$ cat config.mk
export PLATFORM = sky130hd
export DESIGN_NAME = jtframe_rom_nslots
export DESIGN_NICKNAME = d
export VERILOG_FILES = /design/src/rtl/jtframe_rom_nslots.sv
export SDC_FILE = /design/constraint.sdc
export NUM_CORES = 1
export LEC_CHECK = 0
export ABC_AREA = 1
export CAP_MARGIN = 10
export CORE_UTILIZATION = 30
export CTS_CLUSTER_DIAMETER = 120
export DETAILED_ROUTE_END_ITERATION = 16
export GPL_TIMING_DRIVEN = 0
export PLACE_DENSITY_LB_ADDON = 0.3
export SYNTH_ARGS = -nofsm -noshare
export SYNTH_HDL_FRONTEND = slang
export SYNTH_SLANG_ARGS = --single-unit
$ cat constraint.sdc
create_clock -name clk -period 8.5 [get_ports clk]
set_clock_uncertainty 0.05 [all_clocks]
set_input_delay 2.55 -clock clk [delete_from_list [all_inputs] [get_ports clk]]
set_output_delay 2.55 -clock clk [all_outputs]
set_load 0.02 [all_outputs]
$ cat src/rtl/jtframe_rom_nslots.sv
// Shares one SDRAM bank among SLOTS read-only ROM slots, each with a one-entry cache.
// Hits are zero-latency; misses are served round-robin and complete the cycle after data_rdy.
module jtframe_rom_nslots #(
  parameter int                  SLOTS  = 4,
  parameter int                  AW     = 18,
  parameter logic [2*SLOTS-1:0]  DWSEL  = '0,
  parameter logic [22*SLOTS-1:0] OFFSET = '0
) (
  input  logic                  clk,
  input  logic                  rst,
  input  logic                  flush,
  input  logic [SLOTS-1:0]      slot_cs,
  input  logic [SLOTS*AW-1:0]   slot_addr,
  output logic [SLOTS*32-1:0]   slot_dout,
  output logic [SLOTS-1:0]      slot_ok,
  output logic [21:0]           sdram_addr,
  output logic                  sdram_req,
  input  logic                  sdram_ack,
  input  logic                  data_dst,
  input  logic                  data_rdy,
  input  logic [15:0]           data_read
);

  localparam int SW = (SLOTS > 1) ? $clog2(SLOTS) : 1;

  typedef enum logic [1:0] {IDLE, REQ, DATA} state_t;

  state_t            state_q;
  logic [SW-1:0]     rr_ptr_q, rr_ptr_d, sel_q, pick;
  logic [AW-1:0]     req_tag_q;
  logic [31:0]       buf_q, fill;
  logic [15:0]       lo, hi;
  logic              beat_q, is32_q, drop_q, found;
  logic              sdram_req_q;
  logic [21:0]       sdram_addr_q;
  logic [SLOTS-1:0]  valid_q, miss;
  logic [AW-1:0]     ctag_q [SLOTS];
  logic [31:0]       cdat_q [SLOTS];
  logic [AW-1:0]     addr_a [SLOTS];
  logic [21:0]       req_addr [SLOTS];
  logic [1:0]        dw [SLOTS];

  for (genvar s = 0; s < SLOTS; s++) begin : g_slot
    localparam logic [1:0]  DW  = DWSEL[2*s +: 2];
    localparam logic [21:0] OFS = OFFSET[22*s +: 22];
    logic [AW-1:0] addr;
    logic [21:0]   waddr;
    logic          match;

    assign addr      = slot_addr[s*AW +: AW];
    assign addr_a[s] = addr;
    assign dw[s]     = DW;
    // 8-bit slots cache the whole 16-bit word, so bit 0 only picks the byte
    assign match = (DW == 2'd0) ? (addr[AW-1:1] == ctag_q[s][AW-1:1]) : (addr == ctag_q[s]);
    assign slot_ok[s] = slot_cs[s] & valid_q[s] & match;
    assign miss[s]    = slot_cs[s] & ~slot_ok[s];
    assign slot_dout[s*32 +: 32] =
        (DW == 2'd0) ? {24'd0, addr[0] ? cdat_q[s][15:8] : cdat_q[s][7:0]} :
        (DW == 2'd1) ? {16'd0, cdat_q[s][15:0]} : cdat_q[s];
    assign waddr = (DW == 2'd0) ? 22'(addr >> 1) :
                   (DW == 2'd1) ? 22'(addr) : 22'({addr, 1'b0});
    assign req_addr[s] = OFS + waddr;
  end

  always_comb begin
    found = 1'b0;
    pick  = '0;
    for (int k = 0; k < SLOTS; k++) begin
      for (int s = 0; s < SLOTS; s++) begin
        if (!found && miss[s] && (((int'(rr_ptr_q) + k) % SLOTS) == s)) begin
          found = 1'b1;
          pick  = SW'(s);
        end
      end
    end
  end

  // Fold the beat arriving with data_rdy straight into the cache write
  always_comb begin
    lo   = (data_dst && !beat_q) ? data_read : buf_q[15:0];
    hi   = (data_dst &&  beat_q) ? data_read : buf_q[31:16];
    fill = {is32_q ? hi : 16'd0, lo};
  end

  assign rr_ptr_d   = (sel_q == SW'(SLOTS - 1)) ? '0 : sel_q + 1'b1;
  assign sdram_req  = sdram_req_q;
  assign sdram_addr = sdram_addr_q;

  always_ff @(posedge clk or posedge rst) begin
    if (rst) begin
      state_q      <= IDLE;
      rr_ptr_q     <= '0;
      sel_q        <= '0;
      req_tag_q    <= '0;
      buf_q        <= '0;
      beat_q       <= 1'b0;
      is32_q       <= 1'b0;
      drop_q       <= 1'b0;
      sdram_req_q  <= 1'b0;
      sdram_addr_q <= '0;
      valid_q      <= '0;
      for (int s = 0; s < SLOTS; s++) begin
        ctag_q[s] <= '0;
        cdat_q[s] <= '0;
      end
    end else begin
      if (flush) valid_q <= '0;
      case (state_q)
        IDLE: begin
          drop_q <= 1'b0;
          if (found) begin
            sel_q        <= pick;
            req_tag_q    <= addr_a[pick];
            sdram_addr_q <= req_addr[pick];
            sdram_req_q  <= 1'b1;
            buf_q        <= '0;
            beat_q       <= 1'b0;
            is32_q       <= (dw[pick] == 2'd2);
            state_q      <= REQ;
          end
        end
        REQ: begin
          if (flush) drop_q <= 1'b1;
          if (sdram_ack) begin
            sdram_req_q <= 1'b0;
            state_q     <= DATA;
          end
        end
        DATA: begin
          if (flush) drop_q <= 1'b1;
          if (data_dst) begin
            if (!beat_q) buf_q[15:0]  <= data_read;
            else         buf_q[31:16] <= data_read;
            beat_q <= 1'b1;
          end
          if (data_rdy) begin
            cdat_q[sel_q] <= fill;
            ctag_q[sel_q] <= req_tag_q;
            if (!flush && !drop_q) valid_q[sel_q] <= 1'b1;
            rr_ptr_q <= rr_ptr_d;
            state_q  <= IDLE;
          end
        end
        default: state_q <= IDLE;
      endcase
    end
  end

endmodule
==> metrics.yaml <==
core-area_mm2: 0.03480
drive_gt1_share_pct: 12.92
synth_edf_count: 0
routedWlPerCell_um: 16.77
maxSlewViolCount: 0
stdcell_area_mm2: 0.01372
slew_headroom_pct: 49.07
cts.sinks: 178
initial_core_util_pct: 30.70
io_pins: 253
drt_iter0_drc: 941
synthArstFlopShare_pct: 100.0
path_cells: "clkdlybuf4s50_1 > inv_1 > nand2_1 > nand2_1 > a2111oi_0 > nand3_1 > nor4_1 > clkdlybuf4s50_1"
final_nets: 1803
grt_usage_pct: 20.31
antenna_found_initial: 2
rows: 68
cts_tree: "yes"
status: "finished, final reports clean"
fillers: 3616
diodes: 0
cts_buffers: 17
timing.rr.end: "req_tag_q[15]$_DFFE_PP0P_"
die_x_um: 190.7
grt_start_max_net_pins: 108
end_kind: "output pin"
netlist_area_mm2: 0.01068
clock-root-buffer: "clkbuf_16"
ir_worst_vdd_mv: 0.1578
cts-resized-gates: 0
holdPathEnd: "cdat_q[35]$_DFFE_PP0P_"
yosysWarningCount: 0
critPathLaunchType: "primary input"
clk_path_buf_depth: 2
synth-seq-cells: 178
wl_um: 36320
reg2reg_depth: 20
die_area_mm2: 0.03636
critPathMaxFanout: 3
syn_to_final_growth_pct: 28.41
fin_hold_ws_ns: 0.4347
firstDrtPassIters: 8
synthTopCellsByArea: "dfrtp_1, nand2_1, buf_4"
p_leak_nw: 6.964
crit_path_top_delay_cell: "clkdlybuf4s50_1"
finalCritPeriodShare_pct: 91.71
vias: 9968
hp-class: "reg -> reg"
yosysMostFrequentCell: "nand2_1"
min-delay-start: "cdat_q[35]$_DFFE_PP0P_"
portBuffers: 147
ys_seq_area_share_pct: 41.70
vias_per_cell: 4.602
drc: 0
grt_setup_unrepaired: "false"
dp_hpwl_um: 28340
synth_top_area_share_pct: 41.70
max-cap-violations: 0
syn_inst: 1431
tns_ns: 0
tightest_slew_ns: 0.7428
die_h_um: 190.7
rr_startpoint: "valid_q[2]$_DFF_PP0_"
netlist_top_cells_count: "nand2_1, dfrtp_1, inv_1"
clock_latency_ns: 0.45
placed_area_mm2: 0.01313
setup_viol: 0
holdPathStages: 2
required_ns: 5.90
detail-route-antenna-nets: 0
fmax_ghz: 0.1283
grt_pass1_vias: 9397
r2r_setup_slack_ns: 5.24
cp.arrival_ns: 5.20
clk_pin_slew_ns: 0.07
synth_area_per_cell_um2: 7.464
ys.flop_type: "dfrtp_1"
post_cts_buffers: 0
seqCellArea_mm2: 0.004454
place.gp.congestion: 0.9425
synth_area_leader_cell: "dfrtp_1"
period_minus_slack_ns: 7.795
p_per_area_mw_per_mm2: 331.2
synthDistinctLibCells: 40
multi_input_area_mm2: 0.004940
grt_pass1_wl_um: 54720
overflow: 0
path_class: "in -> out"
slowest_delay_ns: 0.74
hold_violations: 0
cts-htree-levels: 4
holdBufCountCts: 0
[area by class of cell]
| class | count | area share, % |
|---|---|---|
| tap | 455 | 4.151 |
| multi-input combinational | 1029 | 36.02 |
| sequential | 178 | 32.48 |
| clock buffer | 18 | 3.202 |
| timing repair buffer | 148 | 10.93 |
| inverter | 171 | 4.753 |
| buffer | 153 | 7.426 |
| clock inverter | 14 | 1.049 |
[where the power goes]
part	leakage [nW]	switching, mW	internal, mW
registers	2.32	0.249	1.19
clock network	0.280	0.386	0.422
logic	4.36	1.46	0.841
[cells in the final DEF (no fill, tap or decap), types with 2 or more instances in the layout]
cell	n
nor2_4	2
clkinvlp_4	3
or2_2	3
buf_2	7
clkbuf_1	35
nand4_1	21
nor2_2	3
mux2i_1	16
buf_6	5
buf_4	106
inv_2	8
inv_8	4
clkdlybuf4s50_1	147
nand3b_1	2
o21ai_1	18
inv_6	5
o21ai_0	151
nor3_1	2
clkbuf_16	17
o2111ai_1	3
nand4_2	4
nor2_1	81
nand2_1	448
nand3_2	10
nand3_1	83
xor2_1	8
conb_1	101
nor4_1	10
dfrtp_1	178
ha_1	7
xnor2_1	3
o211ai_1	3
nor3b_1	2
a31oi_1	3
nand2_2	4
mux2_2	32
inv_1	160
a21oi_1	4
[how the worst max path moves through the flow]
stage	slack, ns	cells past startpoint	start	endpoint
finish	0.70	8	slot_addr[26]	slot_ok[1]
global route	0.53	8	slot_addr[26]	slot_ok[1]
CTS	0.79	8	slot_addr[26]	slot_ok[1]
detailed placement	0.79	8	slot_addr[26]	slot_ok[1]
global placement	-1.62	2	rst	ctag_q[11]$_DFFE_PP0P_
floorplan	1.07	1	rst	beat_q$_DFFE_PP0P_
[registers in the layout, summed over array words and instances, names as in the netlist]
register,cells
drop_q,1
beat_q,1
sel_q,2
state_q,2
cdat_q,64
buf_q,16
valid_q,4
req_tag_q,17
ctag_q,68
sdram_req,1
rr_ptr_q,2
[layer usage]
metal / part of all wire [%] / track usage (%) / routed length [um] / vias up
li1: - / - / - / 4874
met1: 44 / 27.35 / 16040 / 4600
met2: 45 / 32.03 / 16360 / 428
met3: 7.8 / 4.361 / 2827 / 62
met4: 2.9 / 6.954 / 1065 / 4
met5: 0.063 / 0 / 23 / -
[kinds of logic after synthesis]
group                      Yosys count  share of synthesized area, %
and+or+nand+nor                    678                         27.22
buffers and inverters              324                         15.57
AOI/OAI and AO/OA                  184                         8.879
DFF                                178                         41.70
muxes                               48                         4.873
xor gates and xnor gates            11                        0.9020
adders and majority gates            7                        0.8199
other                                1                       0.03511
[worst max-delay path, delay by kind of cell]
kind	cells	cell delay, ns
simple gates	4	0.80
compound gates	1	0.40
buf+inv	3	1.45
[per-stage QoR]
stage	utilization, %	total power, mW	setup WS, ns	instances
after global routing	39.41	4.874	0.5317	2166
after global placement	37.64	3.692	-1.616	2133
after detailed placement	37.74	3.721	0.7933	2134
final	39.41	4.542	0.7048	2166
after floorplan	-	2.881	1.070	1531
after CTS	39.41	4.537	0.7871	2166
(Power assumes the default switching activity.)
